`src/rtl/trap_controller.sv`:
```
// trap_controller: boot trap plus NUM_SRC maskable trap sources, with fixed
// priority (lowest cause wins) and per-source vectors. Nesting is bounded by
// a MAX_DEPTH-entry return stack that holds the saved PC and cause.
//
// Ports:
//   clk, rst     clock; asynchronous active-high reset
//   first        first-instruction signal, rising edge raises the boot trap
//   trap_req     per-source request, level-sampled, sticky into pending
//   trap_en      per-source arbitration mask (does not block latching)
//   pc_in        PC saved on trap entry
//   rti          return-from-trap request
//   trap_mode    high while depth != 0
//   trap_take    one-cycle pulse on entry; trap_vec/trap_cause valid with it
//   trap_vec     entry vector, held until the next entry
//   trap_cause   cause of the top-of-stack entry (0 = boot, i+1 = source i)
//   ret_valid    one-cycle pulse on return; ret_pc valid with it
//   ret_pc       popped PC
//   depth        current nesting depth
//   overflow     sticky; a winning nested request was blocked by a full stack
module trap_controller #(
  parameter int unsigned       NUM_SRC   = 4,
  parameter int unsigned       ADDR_W    = 8,
  parameter logic [ADDR_W-1:0] VEC_BASE  = 8'h80,
  parameter int unsigned       MAX_DEPTH = 4,
  localparam int unsigned      CW        = $clog2(NUM_SRC + 1),
  localparam int unsigned      DW        = $clog2(MAX_DEPTH + 1)
) (
  input  logic              clk,
  input  logic              rst,
  input  logic              first,
  input  logic [NUM_SRC-1:0] trap_req,
  input  logic [NUM_SRC-1:0] trap_en,
  input  logic [ADDR_W-1:0] pc_in,
  input  logic              rti,
  output logic              trap_mode,
  output logic              trap_take,
  output logic [ADDR_W-1:0] trap_vec,
  output logic [CW-1:0]     trap_cause,
  output logic              ret_valid,
  output logic [ADDR_W-1:0] ret_pc,
  output logic [DW-1:0]     depth,
  output logic              overflow
);

  localparam logic [DW-1:0] MAX_D = DW'(MAX_DEPTH);

  typedef enum logic [1:0] {IDLE, TAKE, ACTIVE, RET} state_t;

  state_t              state, state_nxt;
  logic                first_q;
  logic [NUM_SRC:0]    pending, masked, set_vec, clr_vec;
  logic                win_valid;
  logic [CW-1:0]       win_cause;
  logic                do_take, do_ret, ovf_hit;
  logic [ADDR_W-1:0]   stk_pc    [MAX_DEPTH];
  logic [CW-1:0]       stk_cause [MAX_DEPTH];
  logic [ADDR_W-1:0]   top_pc;
  logic [CW-1:0]       below_cause;

  assign trap_mode = (depth != '0);
  assign set_vec   = {trap_req, first & ~first_q};

  // Lowest set bit of the masked pending vector wins; boot bit is never masked.
  always_comb begin
    masked    = pending & {trap_en, 1'b1};
    win_valid = 1'b0;
    win_cause = '0;
    for (int unsigned i = 0; i <= NUM_SRC; i++) begin
      if (masked[i] && !win_valid) begin
        win_valid = 1'b1;
        win_cause = CW'(i);
      end
    end
  end

  // Top entry (popped on return) and the entry beneath it (new top cause).
  always_comb begin
    top_pc      = '0;
    below_cause = '0;
    for (int unsigned i = 0; i < MAX_DEPTH; i++) begin
      if (i + 1 == 32'(depth)) top_pc = stk_pc[i];
      if (i + 2 == 32'(depth)) below_cause = stk_cause[i];
    end
  end

  // Entry and return actions fire on the edge that enters TAKE/RET, so the
  // pulses and depth change are registered at that edge; TAKE and RET are
  // then single hold cycles during which rti and arbitration are ignored.
  always_comb begin
    state_nxt = state;
    do_take   = 1'b0;
    do_ret    = 1'b0;
    ovf_hit   = 1'b0;
    case (state)
      IDLE: begin
        if (win_valid) begin
          state_nxt = TAKE;
          do_take   = 1'b1;
        end
      end
      TAKE: state_nxt = ACTIVE;
      ACTIVE: begin
        if (rti) begin
          state_nxt = RET;
          do_ret    = 1'b1;
        end else if (win_valid && (win_cause < trap_cause)) begin
          if (depth < MAX_D) begin
            state_nxt = TAKE;
            do_take   = 1'b1;
          end else begin
            ovf_hit = 1'b1;
          end
        end
      end
      RET:     state_nxt = (depth != '0) ? ACTIVE : IDLE;
      default: state_nxt = IDLE;
    endcase
  end

  always_comb begin
    clr_vec = '0;
    if (do_take) clr_vec = (NUM_SRC + 1)'(1) << win_cause;
  end

  always_ff @(posedge clk or posedge rst) begin
    if (rst) state <= IDLE;
    else     state <= state_nxt;
  end

  always_ff @(posedge clk or posedge rst) begin
    if (rst) begin
      first_q    <= 1'b0;
      pending    <= '0;
      depth      <= '0;
      overflow   <= 1'b0;
      trap_take  <= 1'b0;
      trap_vec   <= '0;
      trap_cause <= '0;
      ret_valid  <= 1'b0;
      ret_pc     <= '0;
      for (int unsigned i = 0; i < MAX_DEPTH; i++) begin
        stk_pc[i]    <= '0;
        stk_cause[i] <= '0;
      end
    end else begin
      first_q   <= first;
      trap_take <= do_take;
      ret_valid <= do_ret;
      // Set wins over clear for the same bit.
      pending   <= (pending & ~clr_vec) | set_vec;
      if (ovf_hit) overflow <= 1'b1;
      if (do_take) begin
        for (int unsigned i = 0; i < MAX_DEPTH; i++) begin
          if (i == 32'(depth)) begin
            stk_pc[i]    <= pc_in;
            stk_cause[i] <= win_cause;
          end
        end
        depth      <= depth + DW'(1);
        trap_vec   <= VEC_BASE + (ADDR_W'(win_cause) << 2);
        trap_cause <= win_cause;
      end
      if (do_ret) begin
        depth      <= depth - DW'(1);
        ret_pc     <= top_pc;
        trap_cause <= below_cause;
      end
    end
  end

endmodule
```
`config.mk`:
```
export PLATFORM = sky130hd
export DESIGN_NAME = trap_controller
export DESIGN_NICKNAME = d
export VERILOG_FILES = /design/src/rtl/trap_controller.sv
export SDC_FILE = /design/constraint.sdc
export NUM_CORES = 1
export LEC_CHECK = 0
export CAP_MARGIN = 0
export CORE_MARGIN = 5
export CORE_UTILIZATION = 40
export CTS_CLUSTER_DIAMETER = 200
export DETAILED_ROUTE_END_ITERATION = 16
export SLEW_MARGIN = 20
export SYNTH_ARGS = -nofsm -noshare
export SYNTH_HDL_FRONTEND = slang
export SYNTH_SLANG_ARGS = --single-unit
```
`constraint.sdc`:
```
create_clock -name clk -period 5 [get_ports clk]
set_input_delay 1.25 -clock clk [delete_from_list [all_inputs] [get_ports clk]]
set_output_delay 1.25 -clock clk [all_outputs]
set_load 0.01 [all_outputs]
```
==> run_results.csv, run 1 <==
group,metric,value,unit
global_routing,grt_usage,14.9,%
placement,dp_cells,428,
worst_setup_path,path_class,"in2reg",
global_routing,first_global_vias,2476,
sta,hold_violations,0,
global_routing,grt-ovfl-total,0,
sta,setup_tns,0,ps
yosys,ys_seq_area_share,50.6,%
finish,final_util,48.7,%
worst_setup_path,cp-start-kind,"input port",
yosys,synth_area,3610,sq um
floorplan,placementRows,34,
yosys,synth.distinct_cells,48,
sta,rsz0062_at_grt,"false",
clock_tree,postCtsSetupBuffers,0,
floorplan,die_w,105,um
sta,fmax,0.243,GHz
detailed_routing,dr_total_vias,2430,
placement,dpl_cell_area,4050,sq um
sta,max-slew-margin-rel,48.0,%
finish,regArea,1830,sq um
clock_tree,clock-root-buffer,"clkbuf_8",
worst_setup_path,worstSetupEndpointType,"register",
clock_tree,cts_resized,0,
clock_tree,clkLatencyLatePin,350,ps
global_routing,busiest_layer,"met2",
finish,drive_above_1_share,21.5,%
sta,maxSlewViolCount,0,
yosys,syn_inst,292,
sta,finalSetupViolCount,0,
floorplan,die_area,11000,sq um
power_and_ir_drop,peakVddDrop,0.216,mV
finish,fin_area,4270,sq um
finish,final_nets,359,
clock_tree,cts_sinks,73,
yosys,synth_area_per_cell,12.4,sq um
finish,syn_to_final_growth,18.3,%
power_and_ir_drop,power_density,582,nW/um^2
finish,fillers,796,
sta,finClkSkew,11.8,ps
detailed_routing,drtIter0Drc,86,
placement,io_buffers,41,
status,status,"complete, no violations",
yosys,synth_warnings,0,
detailed_routing,finalWirelength,8010,um
clock_tree,cts_max_level,3,
yosys,yosys-top-cells-area,"dfrtp_1, mux2_4, o21ai_0",
floorplan,initial_utilization,41.2,%
yosys,synth_top_area_share,50.6,%
yosys,synth_top_area_cell,"dfrtp_1",
worst_setup_path,required,5230,ps
detailed_routing,drc_errors,0,
detailed_routing,ant_nets,0,
yosys,synth-async-reset-ratio,100,%
placement,pre_cts_slack,551,ps
clock_tree,clockBufferDepth,2,
finish,n_antenna_cell,0,
clock_tree,holdBufCountCts,0,
placement,dpl.hpwl,5360,um
yosys,synth-edff-count,0,
global_routing,gr-usage-met3,3.08,%
power_and_ir_drop,p_leak,1.92,nW
yosys,ys.flop_type,"dfrtp_1",
detailed_routing,detail_route.vias_per_cell,5.49,
finish,multi_input_area,1620,sq um
worst_setup_path,cp_max_fo,11,
placement,gp_congestion,0.758,
clock_tree,cts_made_buffers,9,
detailed_routing,first_pass_iters,5,
clock_tree,cts_tree,"yes",
flow_run,max-cap-violations,0,
worst_setup_path,worst-r2r-setup-slack,1800,ps
floorplan,coreArea,8760,sq um
yosys,synth_seq_cells,73,
sta,min_period,4120,ps
global_routing,met1_usage,22.1,%
clock_tree,clkTransAtPathRegs,80,ps
sta,period_share,82.5,%
global_routing,grt_pass1_wl,13300,um
floorplan,ios,46,
floorplan,chipHeight,105,um
sta,setup_ws,877,ps
global_routing,antenna_found_initial,0,
finish,fin_cells,443,
sta,max_slew.worst_pin.slew,781,ps
global_routing,grt_use_met2,22.1,%
finish,final_cell_mix,"dfrtp_1, clkdlybuf4s50_1, mux2_4",
detailed_routing,wire_per_inst,18.1,um
finish,final_common_cell,"dfrtp_1",
worst_setup_path,cp.arrival,4350,ps
global_routing,grt_max_degree,37,
min_path,hp-class,"reg2reg",
==> sequential cells by signal, summed over array words and instances (netlist names), 2 cells and up <==
signal,cells
pending,5
stk_cause,12
stk_pc,32
ret_pc,8
state,2
trap_vec,4
depth,3
trap_cause,3
==> cells by family after synthesis <==
| kind of cell | Yosys count | share of synthesized area, % |
|---|---|---|
| other cells | 1 | 0.104 |
| buf+inv | 28 | 4.75 |
| flops | 73 | 50.6 |
| compound gates | 66 | 13.5 |
| fa+ha+maj | 8 | 2.77 |
| simple gates | 69 | 10.5 |
| mux | 46 | 17.5 |
| xor+xnor | 1 | 0.243 |
==> report_power, final <==
group	internal, mW	switching [mW]	total, mW
Sequential	0.812	0.163	0.975
Clock	0.291	0.224	0.515
Combinational	0.501	0.495	0.996
Total	1.60	0.882	2.49
==> per-stage QoR <==
step,total power [mW],hold WS (ps)
floorplan,1.62,400
global placement,1.96,414
detailed placement,1.98,437
CTS,2.50,436
global route,2.65,455
finish,2.49,427
==> layout make-up <==
class,instances,area share (%)
flip-flops and latches,73,42.8
multi-input cells,194,38.0
repair buffers,44,10.1
clock buffers,10,3.22
well taps,108,3.16
clock inverters,5,1.88
inverters,9,0.791
==> routing by layer <==
layer	routed length (um)	share of wire (%)	vias up
met4	74	0.92	0
met2	3650	46	61
met5	0	0	-
met3	373	4.7	6
li1	-	-	1133
met1	3920	49	1230
==> critical path, stage by stage <==
cell and delay, ps:
clkdlybuf4s50_1 460, a22oi_4 210, nand2_1 70, nor2_1 320, ha_1 340, a211oi_2 290, nand2b_1 160, and3_1 400
nand3_2 410, mux2_4 440
==> synthesized netlist by cell type, drive strengths merged (2+ instances only) <==
master / instances
nor2b: 5
mux2: 46
a21o: 3
o221ai: 2
nand4: 2
and3b: 7
nor2: 9
buf: 10
inv: 9
a222oi: 7
a31o: 2
o21ai: 22
or2: 2
dfrtp: 73
nand2: 28
a221oi: 2
and4: 2
nand3: 6
ha: 8
a21oi: 12
a221o: 5
a32oi: 4
clkbuf: 9
and3: 2
==> worst paths after layout <==
| path | from | to | depth (start not counted) |
|---|---|---|---|
| worst min register to register | first_q$_DFF_PP0_ | pending[0]$_DFF_PP0_ | 1 |
| worst max-delay path | trap_en[1] | stk_pc[1]$_DFFE_PP0P_ | 10 |
| max in group asynchronous | rst | stk_pc[1]$_DFFE_PP0P_ | 3 |
| worst min-delay path | first_q$_DFF_PP0_ | pending[0]$_DFF_PP0_ | 1 |
| min in group asynchronous | rst | first_q$_DFF_PP0_ | 2 |
| worst max register to register | pending[2]$_DFF_PP0_ | stk_pc[1]$_DFFE_PP0P_ | 9 |
(Power assumes the default switching activity.)
==> run 2, diff against run 1 <==
==> constraint.sdc (replaced) <==
create_clock -name clk -period 3.8 [get_ports clk]
set_input_delay 0.95 -clock clk [delete_from_list [all_inputs] [get_ports clk]]
set_output_delay 0.95 -clock clk [all_outputs]
set_load 0.01 [all_outputs]
==> run_results.csv, run 2 (synthesis results as in run 1) <==
group,metric,value,unit
status,status,"complete, no violations",
detailed_routing,wire_per_inst,17.7,um
global_routing,grt_max_degree,59,
floorplan,die_w,105,um
placement,dpl.hpwl,5380,um
placement,gp_congestion,0.799,
min_path,hp-class,"reg2reg",
clock_tree,clkTransAtPathRegs,80,ps
worst_setup_path,r2r_start,"depth[2]$_DFFE_PP0P_",
clock_tree,holdBufCountCts,0,
worst_setup_path,crit_path_end,"stk_pc[22]$_DFFE_PP0P_",
sta,finClkSkew,9.25,ps
detailed_routing,ant_nets,0,
worst_setup_path,required,4040,ps
sta,min_period,3310,ps
worst_setup_path,rr_endpoint,"trap_cause[0]$_DFFE_PP0P_",
sta,maxSlewViolCount,0,
placement,io_buffers,41,
clock_tree,clockBufferDepth,2,
global_routing,antenna_found_initial,0,
power_and_ir_drop,power_frac_comb,40.8,%
worst_setup_path,cp.arrival,3550,ps
finish,drive_above_1_share,23.3,%
clock_tree,cts_made_buffers,9,
floorplan,ios,46,
finish,reg.largest.list,"stk_pc x32, stk_cause x12, ret_pc x8",
sta,fmax,0.302,GHz
global_routing,grt_pass1_wl,13200,um
power_and_ir_drop,switching_share,35.6,%
worst_setup_path,reg2regPathDepth,7,
placement,dp_cells,435,
finish,final_nets,366,
clock_tree,cts_max_level,3,
finish,final_cell_mix,"dfrtp_1, clkdlybuf4s50_1, mux2_4",
detailed_routing,first_pass_iters,4,
floorplan,chipHeight,105,um
sta,finalSetupViolCount,0,
finish,fin_cells,451,
finish,final_common_cell,"dfrtp_1",
flow_run,max-cap-violations,0,
finish,top_register,"stk_pc",
power_and_ir_drop,switchingPower,1.18,mW
finish,n_antenna_cell,0,
worst_setup_path,crit_start,"trap_en[2]",
global_routing,grt-ovfl-total,0,
worst_setup_path,worst-r2r-setup-slack,1090,ps
global_routing,grt_usage,15.1,%
clock_tree,cts_sinks,73,
clock_tree,cts_tree,"yes",
detailed_routing,finalWirelength,7990,um
power_and_ir_drop,clockPowerShare,20.5,%
power_and_ir_drop,seq_power_share,38.7,%
sta,max-slew-margin-rel,54.3,%
finish,largest_register_ffs,32,
power_and_ir_drop,p_int,2.13,mW
detailed_routing,dr_total_vias,2413,
sta,max_slew.worst_pin.slew,686,ps
sta,setup_tns,0,ps
worst_setup_path,cp-start-kind,"input port",
clock_tree,cts_resized,0,
clock_tree,clkLatencyLatePin,350,ps
clock_tree,clock-root-buffer,"clkbuf_8",
power_and_ir_drop,p_leak,1.96,nW
global_routing,first_global_vias,2491,
sta,rsz0062_at_grt,"false",
power_and_ir_drop,peakVddDrop,0.271,mV
detailed_routing,drtIter0Drc,144,
floorplan,placementRows,34,
power_and_ir_drop,power_density,760,nW/um^2
finish,syn_to_final_growth,20.4,%
sta,period_share,87.1,%
clock_tree,postCtsSetupBuffers,0,
detailed_routing,detail_route.vias_per_cell,5.35,
floorplan,coreArea,8760,sq um
worst_setup_path,path_class,"in2reg",
detailed_routing,drc_errors,0,
floorplan,initial_utilization,41.2,%
worst_setup_path,worstSetupEndpointType,"register",
worst_setup_path,cp_max_fo,11,
floorplan,die_area,11000,sq um
sta,hold_violations,0,
==> run 2: changes by cell type in the layout (fill, tap and decap cells not counted) <==
cell / before / now
buf_4: 3 / 8
clkinv_2: 1 / 2
buf_12: 0 / 2
clkbuf_8: 10 / 9
inv_6: 0 / 1
==> run 2: worst min-delay path by stage <==
stage                      endpoint  cells after the start  slack, ps               from
4_1_cts        pending[0]$_DFF_PP0_                      1        430  first_q$_DFF_PP0_
6_report       pending[0]$_DFF_PP0_                      1        420  first_q$_DFF_PP0_
3_3_place_gp   pending[0]$_DFF_PP0_                      1        420  first_q$_DFF_PP0_
2_1_floorplan  pending[0]$_DFF_PP0_                      1        400  first_q$_DFF_PP0_
5_1_grt        pending[0]$_DFF_PP0_                      1        450  first_q$_DFF_PP0_
3_5_place_dp   pending[0]$_DFF_PP0_                      1        430  first_q$_DFF_PP0_
==> run 2: stage by stage <==
stage,utilization [%],worst slack (ps),hold WS [ps],cell area [sq um],total power [mW]
after floorplan,-,642,400,3620,2.14
after global placement,47.1,189,417,4130,2.61
after detailed placement,47.1,135,433,4130,2.64
after CTS,49.6,502,433,4350,3.33
after global routing,49.6,309,454,4350,3.51
final,49.6,491,424,4350,3.31
==> run 2: layer usage <==
layer / vias up / share of wire [%] / GRT usage, %
li1: 1152 / - / -
met1: 1200 / 47 / 21.3
met2: 52 / 47 / 22.8
met3: 9 / 4.6 / 2.59
met4: 0 / 1.8 / 6.48
met5: - / 0 / 0
==> run 2: power by group through the flow <==
stage / Combinational, mW / Clock [mW] / Sequential [mW]
after floorplan: 0.879 / 0 / 1.26
after global placement: 1.33 / 0 / 1.28
after detailed placement: 1.35 / 0 / 1.29
after CTS: 1.36 / 0.692 / 1.28
after global routing: 1.48 / 0.713 / 1.32
final: 1.35 / 0.676 / 1.28
==> run 2: layout make-up <==
class                           count  area [sq um]
Clock buffer                        9           124
Clock inverter                      7          93.8
Fill cell                         774          4420
Inverter                            9          33.8
Multi-Input combinational cell    194          1620
Sequential cell                    73          1830
Tap cell                          108           135
Timing Repair Buffer               51           510
==> run 2: critical path, stage by stage <==
cell and delay, ps:
clkdlybuf4s50_1 490, a22oi_4 190, nand2_1 70, nor2_1 130
ha_1 280, a211oi_2 280, nand2b_1 150, and3_1 240
and4_4 410, mux2_2 370
==> run 3, diff against run 2 <==
--- a/config.mk
+++ b/config.mk
@@ -10,7 +10,7 @@
 export CORE_UTILIZATION = 40
 export CTS_CLUSTER_DIAMETER = 200
 export DETAILED_ROUTE_END_ITERATION = 16
-export SLEW_MARGIN = 20
+export SLEW_MARGIN = 10
 export SYNTH_ARGS = -nofsm -noshare
 export SYNTH_HDL_FRONTEND = slang
 export SYNTH_SLANG_ARGS = --single-unit
==> results of run 3 <==
No change in the layout: final DEF, timing and power equal those of run 2.
